**config.mk**
```make
export PLATFORM = sky130hd
export DESIGN_NAME = clock_counter_spi_master
export DESIGN_NICKNAME = d
export VERILOG_FILES = /design/src/rtl/clock_counter_spi_master.sv
export SDC_FILE = /design/constraint.sdc
export NUM_CORES = 1
export LEC_CHECK = 0
export CORE_MARGIN = 5
export CORE_UTILIZATION = 55
export CTS_BUF_LIST = sky130_fd_sc_hd__clkbuf_16
export DETAILED_ROUTE_END_ITERATION = 10
export GPL_ROUTABILITY_DRIVEN = 0
export GPL_TIMING_DRIVEN = 0
export PLACE_DENSITY = 0.78
export SETUP_SLACK_MARGIN = 0.2
export SKIP_LAST_GASP = 1
export SLEW_MARGIN = 30
export SYNTH_ARGS = -nofsm -noshare
export SYNTH_HDL_FRONTEND = slang
export SYNTH_SLANG_ARGS = --single-unit
```
**constraint.sdc**
```tcl
create_clock -name clk -period 4.2 [get_ports clk]
set_input_delay 0.84 -clock clk [delete_from_list [all_inputs] [get_ports clk]]
set_output_delay 0.84 -clock clk [all_outputs]
set_load 0.005 [all_outputs]
```
**src/rtl/clock_counter_spi_master.sv**
```systemverilog
// -----------------------------------------------------------------------------
// clock_counter_spi_master
//
// Host-side SPI master for the CPLD clock counter's 4-wire serial port.
// Two transaction types:
//   read   : returns the "new count" flag and the COUNTER_BITS period count
//   update : writes the COMPARE_PPS_BITS PPS compare value
//
// Every transaction is SETUP + (HIGH,LOW) x (COMPARE_PPS_BITS+1) + FLUSH.
// FLUSH raises spi_clk once with spi_sen high, which clears the slave's
// started/update flags, so the slave is always resynchronised between
// transactions and after any reset.
//
// Optional feature: define CLOCK_COUNTER_SPI_AUTOPOLL_EN to add an idle
// timer that launches a read every POLL_CYCLES clocks, plus the poll_done
// output. Without the macro there is no timer and no poll_done port.
//
// Ports:
//   clk, reset          system clock, asynchronous active-high reset
//   start, cmd_update   launch request (sampled only when busy=0), 1=update
//   wr_data             compare value, captured on an accepted start
//   busy, done          transaction/flush in progress, 1-cycle end pulse
//   rd_valid, rd_count  flag and count returned by the last read
//   spi_clk, spi_sen    serial clock (idles low), enable (active low)
//   spi_mosi, spi_miso  serial data to / from the CPLD
//   poll_done           (autopoll only) pulses with done on auto reads
// -----------------------------------------------------------------------------
module clock_counter_spi_master #(
   parameter int CLK_DIV          = 8,
   parameter int COUNTER_BITS     = 27,
   parameter int COMPARE_PPS_BITS = 28,
   parameter int POLL_CYCLES      = 10000000
) (
   input  logic                        clk,
   input  logic                        reset,
   input  logic                        start,
   input  logic                        cmd_update,
   input  logic [COMPARE_PPS_BITS-1:0] wr_data,
   output logic                        busy,
   output logic                        done,
   output logic                        rd_valid,
   output logic [COUNTER_BITS-1:0]     rd_count,
   output logic                        spi_clk,
   output logic                        spi_sen,
   output logic                        spi_mosi,
   input  logic                        spi_miso
`ifdef CLOCK_COUNTER_SPI_AUTOPOLL_EN
   ,
   output logic                        poll_done
`endif
);

   // One rise for the command bit plus one per compare bit.
   localparam int NUM_RISES = COMPARE_PPS_BITS + 1;
   localparam int IDX_W     = $clog2(NUM_RISES + 1);

   localparam logic [7:0]       DIV_LAST    = 8'(CLK_DIV - 1);
   localparam logic [IDX_W-1:0] LAST_RISE   = IDX_W'(NUM_RISES);
   localparam logic [IDX_W-1:0] LAST_SAMPLE = IDX_W'(COUNTER_BITS);

   typedef enum logic [2:0] {
      S_FLUSH,
      S_IDLE,
      S_SETUP,
      S_HIGH,
      S_LOW
   } state_t;

   state_t                      state, nxt_state;
   logic [7:0]                  timer, nxt_timer;
   logic [1:0]                  fl_cnt, nxt_fl_cnt;
   logic [IDX_W-1:0]            bit_idx, nxt_bit_idx;
   logic                        is_update, nxt_is_update;
   logic                        txn, nxt_txn;       // current FLUSH ends a transaction
   logic                        flag, nxt_flag;
   logic [COMPARE_PPS_BITS-1:0] data_sr, nxt_data_sr;
   logic [COUNTER_BITS-1:0]     cnt_sr, nxt_cnt_sr;
   logic                        nxt_busy, nxt_done, nxt_rd_valid;
   logic [COUNTER_BITS-1:0]     nxt_rd_count;
   logic                        nxt_spi_clk, nxt_spi_sen, nxt_spi_mosi;
   logic                        phase_end;
   logic                        poll_fire;
   logic                        launch;

   // The timer only runs outside IDLE; every non-idle state lasts a
   // whole number of CLK_DIV-cycle half-periods.
   assign phase_end = (state != S_IDLE) && (timer == DIV_LAST);
   assign launch    = start || poll_fire;

   // ---------------------------------------------------------------------------
   // Next-state and next-output logic
   // ---------------------------------------------------------------------------
   always_comb begin
      nxt_state     = state;
      nxt_timer     = (state == S_IDLE || phase_end) ? 8'd0 : timer + 8'd1;
      nxt_fl_cnt    = fl_cnt;
      nxt_bit_idx   = bit_idx;
      nxt_is_update = is_update;
      nxt_txn       = txn;
      nxt_flag      = flag;
      nxt_data_sr   = data_sr;
      nxt_cnt_sr    = cnt_sr;
      nxt_busy      = busy;
      nxt_done      = 1'b0;
      nxt_rd_valid  = rd_valid;
      nxt_rd_count  = rd_count;
      nxt_spi_clk   = spi_clk;
      nxt_spi_sen   = spi_sen;
      nxt_spi_mosi  = spi_mosi;

      case (state)
         S_IDLE: begin
            nxt_busy = 1'b0;
            if (launch) begin
               // An external start always wins over an auto-poll launch.
               nxt_is_update = start ? cmd_update : 1'b0;
               nxt_data_sr   = start ? wr_data : '0;
               nxt_cnt_sr    = '0;
               nxt_busy      = 1'b1;
               nxt_spi_sen   = 1'b0;
               nxt_spi_clk   = 1'b0;
               nxt_spi_mosi  = start ? ~cmd_update : 1'b1;
               nxt_state     = S_SETUP;
            end
         end

         S_SETUP: begin
            if (phase_end) begin
               // Slave presents the flag as soon as sen falls.
               nxt_flag    = spi_miso;
               nxt_spi_clk = 1'b1;
               nxt_bit_idx = IDX_W'(1);
               nxt_state   = S_HIGH;
            end
         end

         S_HIGH: begin
            if (phase_end) begin
               nxt_spi_clk = 1'b0;
               nxt_state   = S_LOW;
               // Zeros shift in behind the data, so the last LOW drives 0.
               if (is_update) begin
                  nxt_spi_mosi = data_sr[COMPARE_PPS_BITS-1];
                  nxt_data_sr  = {data_sr[COMPARE_PPS_BITS-2:0], 1'b0};
               end else begin
                  nxt_spi_mosi = 1'b0;
               end
            end
         end

         S_LOW: begin
            if (phase_end) begin
               // Count bits arrive MSB first, one per LOW after the flag.
               if (!is_update && bit_idx <= LAST_SAMPLE)
                  nxt_cnt_sr = {cnt_sr[COUNTER_BITS-2:0], spi_miso};
               if (bit_idx == LAST_RISE) begin
                  nxt_spi_sen  = 1'b1;
                  nxt_spi_clk  = 1'b0;
                  nxt_spi_mosi = 1'b0;
                  nxt_fl_cnt   = 2'd0;
                  nxt_txn      = 1'b1;
                  nxt_state    = S_FLUSH;
               end else begin
                  nxt_spi_clk = 1'b1;
                  nxt_bit_idx = bit_idx + 1'b1;
                  nxt_state   = S_HIGH;
               end
            end
         end

         S_FLUSH: begin
            if (phase_end) begin
               case (fl_cnt)
                  2'd0: begin
                     nxt_spi_clk = 1'b1;
                     nxt_fl_cnt  = 2'd1;
                  end
                  2'd1: begin
                     nxt_spi_clk = 1'b0;
                     nxt_fl_cnt  = 2'd2;
                  end
                  default: begin
                     nxt_fl_cnt  = 2'd0;
                     nxt_bit_idx = '0;
                     nxt_busy    = 1'b0;
                     nxt_state   = S_IDLE;
                     // A flush after reset is silent; only transactions report.
                     if (txn) begin
                        nxt_txn  = 1'b0;
                        nxt_done = 1'b1;
                        if (!is_update) begin
                           nxt_rd_valid = flag;
                           nxt_rd_count = cnt_sr;
                        end
                     end
                  end
               endcase
            end
         end

         default: nxt_state = S_FLUSH;
      endcase
   end

   // ---------------------------------------------------------------------------
   // State and output registers
   // ---------------------------------------------------------------------------
   always_ff @(posedge clk or posedge reset) begin
      if (reset) begin
         state     <= S_FLUSH;
         timer     <= '0;
         fl_cnt    <= '0;
         bit_idx   <= '0;
         is_update <= 1'b0;
         txn       <= 1'b0;
         flag      <= 1'b0;
         data_sr   <= '0;
         cnt_sr    <= '0;
         busy      <= 1'b1;
         done      <= 1'b0;
         rd_valid  <= 1'b0;
         rd_count  <= '0;
         spi_clk   <= 1'b0;
         spi_sen   <= 1'b1;
         spi_mosi  <= 1'b0;
      end else begin
         state     <= nxt_state;
         timer     <= nxt_timer;
         fl_cnt    <= nxt_fl_cnt;
         bit_idx   <= nxt_bit_idx;
         is_update <= nxt_is_update;
         txn       <= nxt_txn;
         flag      <= nxt_flag;
         data_sr   <= nxt_data_sr;
         cnt_sr    <= nxt_cnt_sr;
         busy      <= nxt_busy;
         done      <= nxt_done;
         rd_valid  <= nxt_rd_valid;
         rd_count  <= nxt_rd_count;
         spi_clk   <= nxt_spi_clk;
         spi_sen   <= nxt_spi_sen;
         spi_mosi  <= nxt_spi_mosi;
      end
   end

`ifdef CLOCK_COUNTER_SPI_AUTOPOLL_EN
   // ---------------------------------------------------------------------------
   // Auto-poll: idle-time down-counter, reloaded on every done.
   // ---------------------------------------------------------------------------
   localparam int POLL_W = (POLL_CYCLES > 1) ? $clog2(POLL_CYCLES) : 1;
   localparam logic [POLL_W-1:0] POLL_RELOAD = POLL_W'(POLL_CYCLES - 1);

   logic [POLL_W-1:0] poll_cnt;
   logic              poll_txn;   // transaction in flight was auto-launched

   assign poll_fire = (state == S_IDLE) && (poll_cnt == '0);

   always_ff @(posedge clk or posedge reset) begin
      if (reset) begin
         poll_cnt  <= POLL_RELOAD;
         poll_txn  <= 1'b0;
         poll_done <= 1'b0;
      end else begin
         poll_done <= nxt_done && poll_txn;
         if (nxt_done)
            poll_cnt <= POLL_RELOAD;
         else if (state == S_IDLE && poll_cnt != '0)
            poll_cnt <= poll_cnt - 1'b1;
         if (state == S_IDLE && launch)
            poll_txn <= !start;
      end
   end
`else
   assign poll_fire = 1'b0;
`endif

endmodule

```
==> summary.txt, run 1 <==
Run status
  • Result of the run: finished clean

Run
  • Reported max-cap violation count: 0

Detailed routing
  • First-iteration detailed-routing DRC count: between 200 and 250
  • Vias: approximately 3400
  • Post-detailed-route count of antenna-violating nets: 0
  • Drt first pass iters: 4
  • Total routed wirelength: 9990 um
  • Per-cell routed wire length: between 15 and 20 um
  • Count of unresolved DRC violations after routing: 0
  • Number of vias per cell: roughly 5.6

Yosys
  • Post-synth net total: 452
  • Synthesis-stage register bit count: ~110
  • Post-synthesis async set-or-reset flop share: 100%
  • Average instance area after synthesis: around 12 um^2
  • Proportion of synthesized chip area in sequential cells: 55.0%
  • Number of different library cells in the post-synthesis netlist: 48
  • Most common flop cell mapped by yosys: dfrtp_1
  • Number of warnings issued by yosys: 0
  • Area of the mapped netlist: 4970 um^2
  • Post-synth EDFFs: 0
  • Gate Count Post-Synth: 416

Power
  • Sequential cell fraction of total power: about 53%
  • Share of total power consumed by net switching: ~22%
  • Static leakage power: around 2.9 nW
  • Pint: approximately 1.6 mW
  • Total power per unit cell area: 326 nW/um^2
  • Switch Pwr: 0.432 mW
  • Share of total power in combinational logic: 3.0%
  • Largest vdd supply drop: between 0.00015 and 0.0002 V
  • Clock Power Share: between 40 and 50%

Critical path
  • Crit. path cell count: 7
  • Top Family by Delay on Critical Path: buffers and inverters
  • Worst path buffer plus inverter count: 3
  • Source of the worst register-to-register timing path: timer[0]
  • CP Data Arrival Time: around 2.9 ns
  • Startpoint of the worst setup timing path: start
  • Endpoint of the most critical register-to-register path: cnt_sr[10]
  • Crit path max-delay cell type: a41oi_1
  • Crit-path max FO: 10
  • Critical path destination: data_sr[13]
  • Worst setup path class: primary input to flop
  • Required time at the worst-slack endpoint: about 4.5 ns
  • Number of cells on the worst reg-to-reg path: 8
  • Series of cell instances along the critical path: clkdlybuf4s50_1 > nor4bb_1 > clkbuf_1 > a41oi_1 > clkbuf_1 > nand2_1 > o21ai_0
  • Kind of start point of the critical path: primary input
  • Max incr delay on CP: 0.63 ns
  • Register-to-register path setup slack: ~1.7 ns
  • CP dominant cell by count: clkbuf_1
  • Kind of end point of the critical path: flop

Clock tree
  • CTS resizes: 0
  • Post CTS Setup Buffer Count: 0
  • TritonCTS clock tree: done
  • Post-CTS Hold Fix Bufs: 0
  • Clock Tree Root: clkbuf_16
  • Clock sink count: ~110
  • Latest clock arrival within the worst-skew pair: 0.34 ns
  • Number of levels in the clock H-tree: 3
  • Clock transition at the registers of the reported paths: 0.07 ns
  • Number of clock buffers inserted by TritonCTS: 9
  • Maximum buffer depth of the clock tree: 2

Floorplan
  • X dimension of the die: between 100 and 150 um
  • Die Y: between 100 and 150 um
  • Core Footprint: 8760 um^2
  • Area of the die: between 10000 and 15000 um^2
  • Number of rows created at floorplan: 34
  • Ports: 66
  • Effective utilization at floorplan: 56.7%

GRT
  • Largest net degree at the start of global routing: 64
  • Total Routing Usage GR: between 10% and 20%
  • Antenna violations before repair: 0
  • Vias in the first global route: ~3500
  • Wire length of the first global-routing pass: ~17000 um
  • Total congestion overflow: 0

Timing
  • Number of endpoints failing setup at the final stage: 0
  • Worst hold slack: between 0.4 and 0.5 ns
  • Ratio of final minimum period to clock period: between 60% and 70%
  • Transition time at the pin with the least slew margin: 0.729 ns
  • Relative slew slack: 50.7%
  • Worst clock skew on the final layout: between 0.006 and 0.007 ns
  • Achievable frequency: 0.375 GHz
  • RSZ-0062 raised after global routing: false
  • Number of endpoints with negative hold slack in the final report: 0
  • Final min period: about 2.7 ns
  • Number of max-slew violations in the final report: 0

Final layout
  • Ant. Diodes: 0
  • Ratio of cells with drive above 1 in the final layout: 18.1%
  • Top library cells by usage in the layout, fill and taps aside: dfrtp_1 (107), clkdlybuf4s50_1 (65), mux2_2 (40), nand2_1 (38), o21ai_0 (33)
  • Post-route non-filler standard cell count: about 600
  • Commonest non-fill, non-tap cell in the layout: dfrtp_1
  • Signed area change from the synthesized netlist to the final layout: 22.7%
  • Nets: between 500 and 600
  • Share of the core filled with cells in the final layout: 69.6%

Placed design
  • Port Buf Inserts: between 60 and 70
  • # placed instances: 590
  • Detailed Place HPWL: roughly 7000 um

Hold path
  • Path category of the worst min-delay check: flop to flop
[through the flow]
stage / cell area (um^2) / worst slack [ns] / TNS (ns) / total power, mW
floorplan: 4970 / 0.489 / 0 / 1.09
global placement: 5750 / -1.00 / -106.90 / 1.13
detailed placement: 5790 / 1.22 / 0 / 1.13
CTS: 6100 / 1.54 / 0 / 2.01
global route: 6100 / 1.36 / 0 / 2.06
finish: 6100 / 1.53 / 0 / 1.99
[worst register-to-register path: stages (launching register included)]
cell      delay, ns
dfrtp_1        0.42
ha_1           0.25
and4bb_1       0.21
buf_2          0.16
nand2_2        0.14
or4_4          0.58
buf_6          0.17
buf_6          0.16
mux2_4         0.30
[synth_stat cells (all sizes together) (2+ instances only)]
library cell	n	area, um^2
and3	2	12.5
o31ai	3	22.5
or3	2	12.5
nand3	9	45.0
and3b	2	17.5
o22ai	2	12.5
inv	5	18.8
xor2	5	43.8
buf	10	65.1
mux2	60	751
mux2i	27	270
o21ai	34	170
nor2b	31	194
nor3	2	15.0
ha	3	37.5
nand4	2	12.5
a31oi	4	25.0
nand2	39	149
dfrtp	107	2680
clkbuf	16	60.1
a21oi	6	30.0
dfstp	2	52.6
o41ai	5	43.8
nor2	19	71.3
and2	2	12.5
[registers in the layout (all words and copies together) (netlist names)]
register / flops
bit_idx: 5
busy: 1
cnt_sr: 27
data_sr: 28
done: 1
fl_cnt: 2
flag: 1
is_update: 1
rd_count: 27
rd_valid: 1
spi_clk: 1
spi_mosi: 1
spi_sen: 1
state: 3
timer: 8
txn: 1
[power groups by stage]
stage | Clock [mW] | Combinational, mW | Sequential [mW]
global placement | 0 | 0.0578 | 1.07
floorplan | 0 | 0.0203 | 1.07
global route | 0.942 | 0.0667 | 1.05
CTS | 0.894 | 0.0621 | 1.05
finish | 0.877 | 0.0603 | 1.05
detailed placement | 0 | 0.0621 | 1.07
[kinds of logic (layout without fill, tap and decap cells)]
kind of cell               Yosys count  in the layout  synth area share, %
xor gates and xnor gates             6              6                 1.06
DFF                                109            109                 55.0
adders and majority gates            3              3                0.756
muxes                               87             87                 20.6
and+or+nand+nor                    118            118                 12.3
AOI/OAI and AO/OA                   62             62                 7.48
buffers and inverters               31            113                 2.90
[worst min path at each step]
stage | start | to | slack (ns) | cells after the start
3_5_place_dp | data_sr[0] | data_sr[0] | 0.47 | 2
6_report | data_sr[25] | data_sr[25] | 0.48 | 2
2_1_floorplan | data_sr[0] | data_sr[0] | 0.44 | 2
5_1_grt | data_sr[0] | data_sr[0] | 0.51 | 2
4_1_cts | data_sr[0] | data_sr[0] | 0.49 | 2
3_3_place_gp | data_sr[0] | data_sr[0] | 0.45 | 2
[cell type report]
cell class	count	area, um^2
clock buffer	9	225
inverter	5	23.8
timing repair buffer	66	678
clock inverter	7	86.3
sequential	109	2730
fill	625	2670
buffer	26	125
multi-input combinational	276	2090
tap	108	135
[layer usage]
layer,vias up,wire [um],global-route usage (%)
met2,84,4840,29.9
met4,0,76,4.57
met5,-,0,0
met1,1681,4630,26.1
met3,5,446,3.95
li1,1605,-,-
Power figures use the tool's default switching activity.
==> inputs of run 2 (changes only) <==
CORE_UTILIZATION = 50   (was 55)
PLACE_DENSITY = 0.74   (was 0.78)
clock period = 2.25 ns   (was 4.2 ns; I/O delays follow)
==> run 2 against run 1 <==
Effect of this change: global-route usage fell by 0.73 points; critical path type is now flop to flop; highest routed layer unchanged; sequential cell count did not move; via count rose by 3.1%; worst hold slack got worse by 0.019 ns; largest power group unchanged; clock power rose by 74%; core utilization fell by 2.2 points; sequential share of layout area fell by 3.1 points.
==> summary.txt, run 2 (synthesis results as in run 1) <==
Final layout
  • Max reg flops: 28 (unchanged)
  • Commonest non-fill, non-tap cell in the layout: dfrtp_1 (unchanged)
  • Nets: 556 (was 529)
  • Share of the core filled with cells in the final layout: 67.4% (was 69.6%)
  • Total of fill cells in the finished design: 733 (was 625)
  • Regs by FF count: data_sr (28), cnt_sr (27), rd_count (27) (unchanged)
  • Combined area of the multi-input logic cells: 2160 um^2 (was 2090 um^2)
  • Most flops, register: data_sr (unchanged)
  • Top library cells by usage in the layout, fill and taps aside: dfrtp_1 (105), clkdlybuf4s50_1 (65), mux2_2 (40), nand2_1 (38), o21ai_0 (33) (was dfrtp_1 (107), clkdlybuf4s50_1 (65), mux2_2 (40), nand2_1 (38), o21ai_0 (33))
  • Signed area change from the synthesized netlist to the final layout: 32.0% (was 22.7%)
  • Ant. Diodes: 0 (unchanged)
  • Area of all sequential standard cells: 2730 um^2 (about the same)
  • Ratio of cells with drive above 1 in the final layout: 26.7% (was 18.1%)

Timing
  • Worst clock skew on the final layout: 0.0140 ns (was 0.00671 ns)
  • Number of max-slew violations in the final report: 0 (unchanged)
  • Ratio of final minimum period to clock period: a little over nine tenths
  • Achievable frequency: around 0.46 GHz
  • Transition time at the pin with the least slew margin: 0.505 ns (was 0.729 ns)
  • RSZ-0062 raised after global routing: true (was false)
  • Total negative setup slack: 0 ns (unchanged)
  • Relative slew slack: 66.1% (was 50.7%)
  • Number of endpoints with negative hold slack in the final report: 0 (unchanged)
  • Final min period: approximately 2.2 ns
  • Number of endpoints failing setup at the final stage: 0 (unchanged)

Power
  • Largest vdd supply drop: 0.000488 V (was 0.000187 V)
  • Share of total power in combinational logic: 3.5% (was 3.0%)
  • Static leakage power: 3.09 nW (was 2.86 nW)
  • Share of total power consumed by net switching: 22.5% (was 21.7%)
  • Pint: 2.80 mW (was 1.56 mW)
  • Sequential cell fraction of total power: 54.3% (was 52.9%)
  • Total power per unit cell area: 552 nW/um^2 (was 326 nW/um^2)
  • Switch Pwr: 0.814 mW (was 0.432 mW)
  • Clock Power Share: 42.2% (was 44.1%)

Detailed routing
  • Count of unresolved DRC violations after routing: 0 (unchanged)
  • Post-detailed-route count of antenna-violating nets: 0 (unchanged)
  • Total routed wirelength: 10200 um (was 9990 um)
  • First-iteration detailed-routing DRC count: 209 (was 236)
  • Vias: 3479 (was 3375)
  • Number of vias per cell: 5.29 (was 5.57)
  • Per-cell routed wire length: 15.6 um (was 16.5 um)
  • Drt first pass iters: 5 (was 4)

Floorplan
  • Die Y: 110 um (was 105 um)
  • Area of the die: 12000 um^2 (was 11000 um^2)
  • X dimension of the die: 110 um (was 105 um)
  • Effective utilization at floorplan: 51.1% (was 56.7%)
  • Core Footprint: 9730 um^2 (was 8760 um^2)
  • Ports: 66 (unchanged)
  • Number of rows created at floorplan: 36 (was 34)

Hold path
  • Path category of the worst min-delay check: primary input to async pin (was flop to flop)

Critical path
  • Worst setup path class: flop to flop (was primary input to flop)
  • Kind of end point of the critical path: flop (unchanged)
  • Required time at the worst-slack endpoint: 2.48 ns (was 4.45 ns)
  • CP Data Arrival Time: 2.42 ns (was 2.92 ns)
  • Top Family by Delay on Critical Path: simple AND/OR/NAND/NOR gates (was buffers and inverters)
  • Max incr delay on CP: 0.49 ns (was 0.63 ns)
  • Crit-path max FO: 7 (was 10)
  • Kind of start point of the critical path: flop (was primary input)
  • Worst path buffer plus inverter count: 3 (unchanged)
  • Series of cell instances along the critical path: or3b_4 > buf_6 > or4_4 > buf_12 > buf_4 > mux2_2 (was clkdlybuf4s50_1 > nor4bb_1 > clkbuf_1 > a41oi_1 > clkbuf_1 > nand2_1 > o21ai_0)
  • Crit path max-delay cell type: or4_4 (was a41oi_1)

GRT
  • Largest net degree at the start of global routing: 27 (was 64)
  • Vias in the first global route: 3496 (was 3452)
  • Total congestion overflow: 0 (unchanged)
  • Wire length of the first global-routing pass: 16800 um (was 17000 um)
  • Antenna violations before repair: 0 (unchanged)
  • Total Routing Usage GR: 17.9% (was 18.7%)

Clock tree
  • Clock transition at the registers of the reported paths: 0.08 ns (was 0.07 ns)
  • Number of levels in the clock H-tree: 3 (unchanged)
  • Clock sink count: 109 (unchanged)
  • TritonCTS clock tree: done (unchanged)
  • Clock Tree Root: clkbuf_16 (unchanged)
  • Maximum buffer depth of the clock tree: 2 (unchanged)
  • Latest clock arrival within the worst-skew pair: 0.35 ns (was 0.34 ns)
  • Number of clock buffers inserted by TritonCTS: 9 (unchanged)

Placed design
  • Port Buf Inserts: 65 (unchanged)
  • Detailed Place HPWL: 6780 um (was 6850 um)

Run
  • Reported max-cap violation count: 0 (unchanged)

Run status
  • Result of the run: finished clean (unchanged)
-- run 2: cell types whose count changed in the layout (fill, tap and decap cells not counted), moves of 3 or more --
cell | before | now
buf_1 | 3 | 0
buf_12 | 0 | 6
buf_16 | 1 | 4
buf_4 | 0 | 22
clkbuf_1 | 16 | 6
clkbuf_2 | 0 | 5
clkbuf_4 | 0 | 3
-- run 2: layout make-up --
type	instances	share of cell area, %
clock inverters	7	0.916
flip-flops and latches	109	41.7
plain buffers	26	3.19
multi-input cells	276	33.0
repair buffers	93	14.9
clock buffers	9	3.43
well taps	133	2.54
inverters	5	0.343
-- run 2: per-layer routing --
| layer | wire (um) | vias to the layer above | GRT usage, % | part of all wire, % |
|---|---|---|---|---|
| li1 | - | 1662 | - | - |
| met1 | 4460 | 1703 | 23.6 | 44 |
| met2 | 5030 | 99 | 29.4 | 49 |
| met3 | 571 | 15 | 4.17 | 5.6 |
| met4 | 189 | 0 | 5.88 | 1.8 |
| met5 | 0 | - | 0 | 0 |
-- run 2: worst reg2reg max path, cell delays in order (launching register included) --
cell,delay (ns)
dfrtp_2,0.45
or3b_4,0.41
buf_6,0.14
or4_4,0.49
buf_12,0.17
buf_4,0.16
mux2_2,0.27
-- run 2: power groups by stage --
stage                     Combinational (mW)  Clock (mW)  Sequential (mW)
after floorplan                       0.0384           0             2.00
after global placement                 0.107           0             2.00
after detailed placement               0.130           0             2.00
after CTS                              0.130        1.55             1.96
after global routing                   0.140        1.63             1.96
final                                  0.126        1.53             1.96
-- run 2: worst paths after layout --
kind	to	depth (start not counted)	slack [ns]	from
worst min register to register	data_sr[0]	2	0.47	data_sr[0]
min in group clk	data_sr[0]	2	0.47	data_sr[0]
worst max-delay path	cnt_sr[19]	6	0.06	state[1]
max in group asynchronous	spi_sen	4	1.04	reset
worst max register to register	cnt_sr[19]	6	0.06	state[1]
worst min-delay path	rd_count[22]	2	0.46	reset
-- run 2: repair_timing --
item | CTS | global route
resized for setup | 29 | 19
setup endpoints to repair | 79 | 85
hold buffers | 0 | 0
cloned | 2 | 0
hold endpoints to repair | 0 | 0
buffers inserted | 15 | 7
pin swaps | 5 | 3
-- run 2: metrics by stage --
step | instance area, um^2 | hold WS, ns | instances | setup slack (ns) | total power, mW
final | 6560 | 0.463 | 658 | 0.0596 | 3.62
after global routing | 6560 | 0.498 | 658 | 0.0323 | 3.74
after global placement | 5810 | 0.450 | 614 | -0.543 | 2.11
after floorplan | 5000 | 0.438 | 416 | 0.0914 | 2.04
after detailed placement | 5910 | 0.464 | 618 | -0.519 | 2.13
after CTS | 6480 | 0.476 | 651 | 0.0879 | 3.64
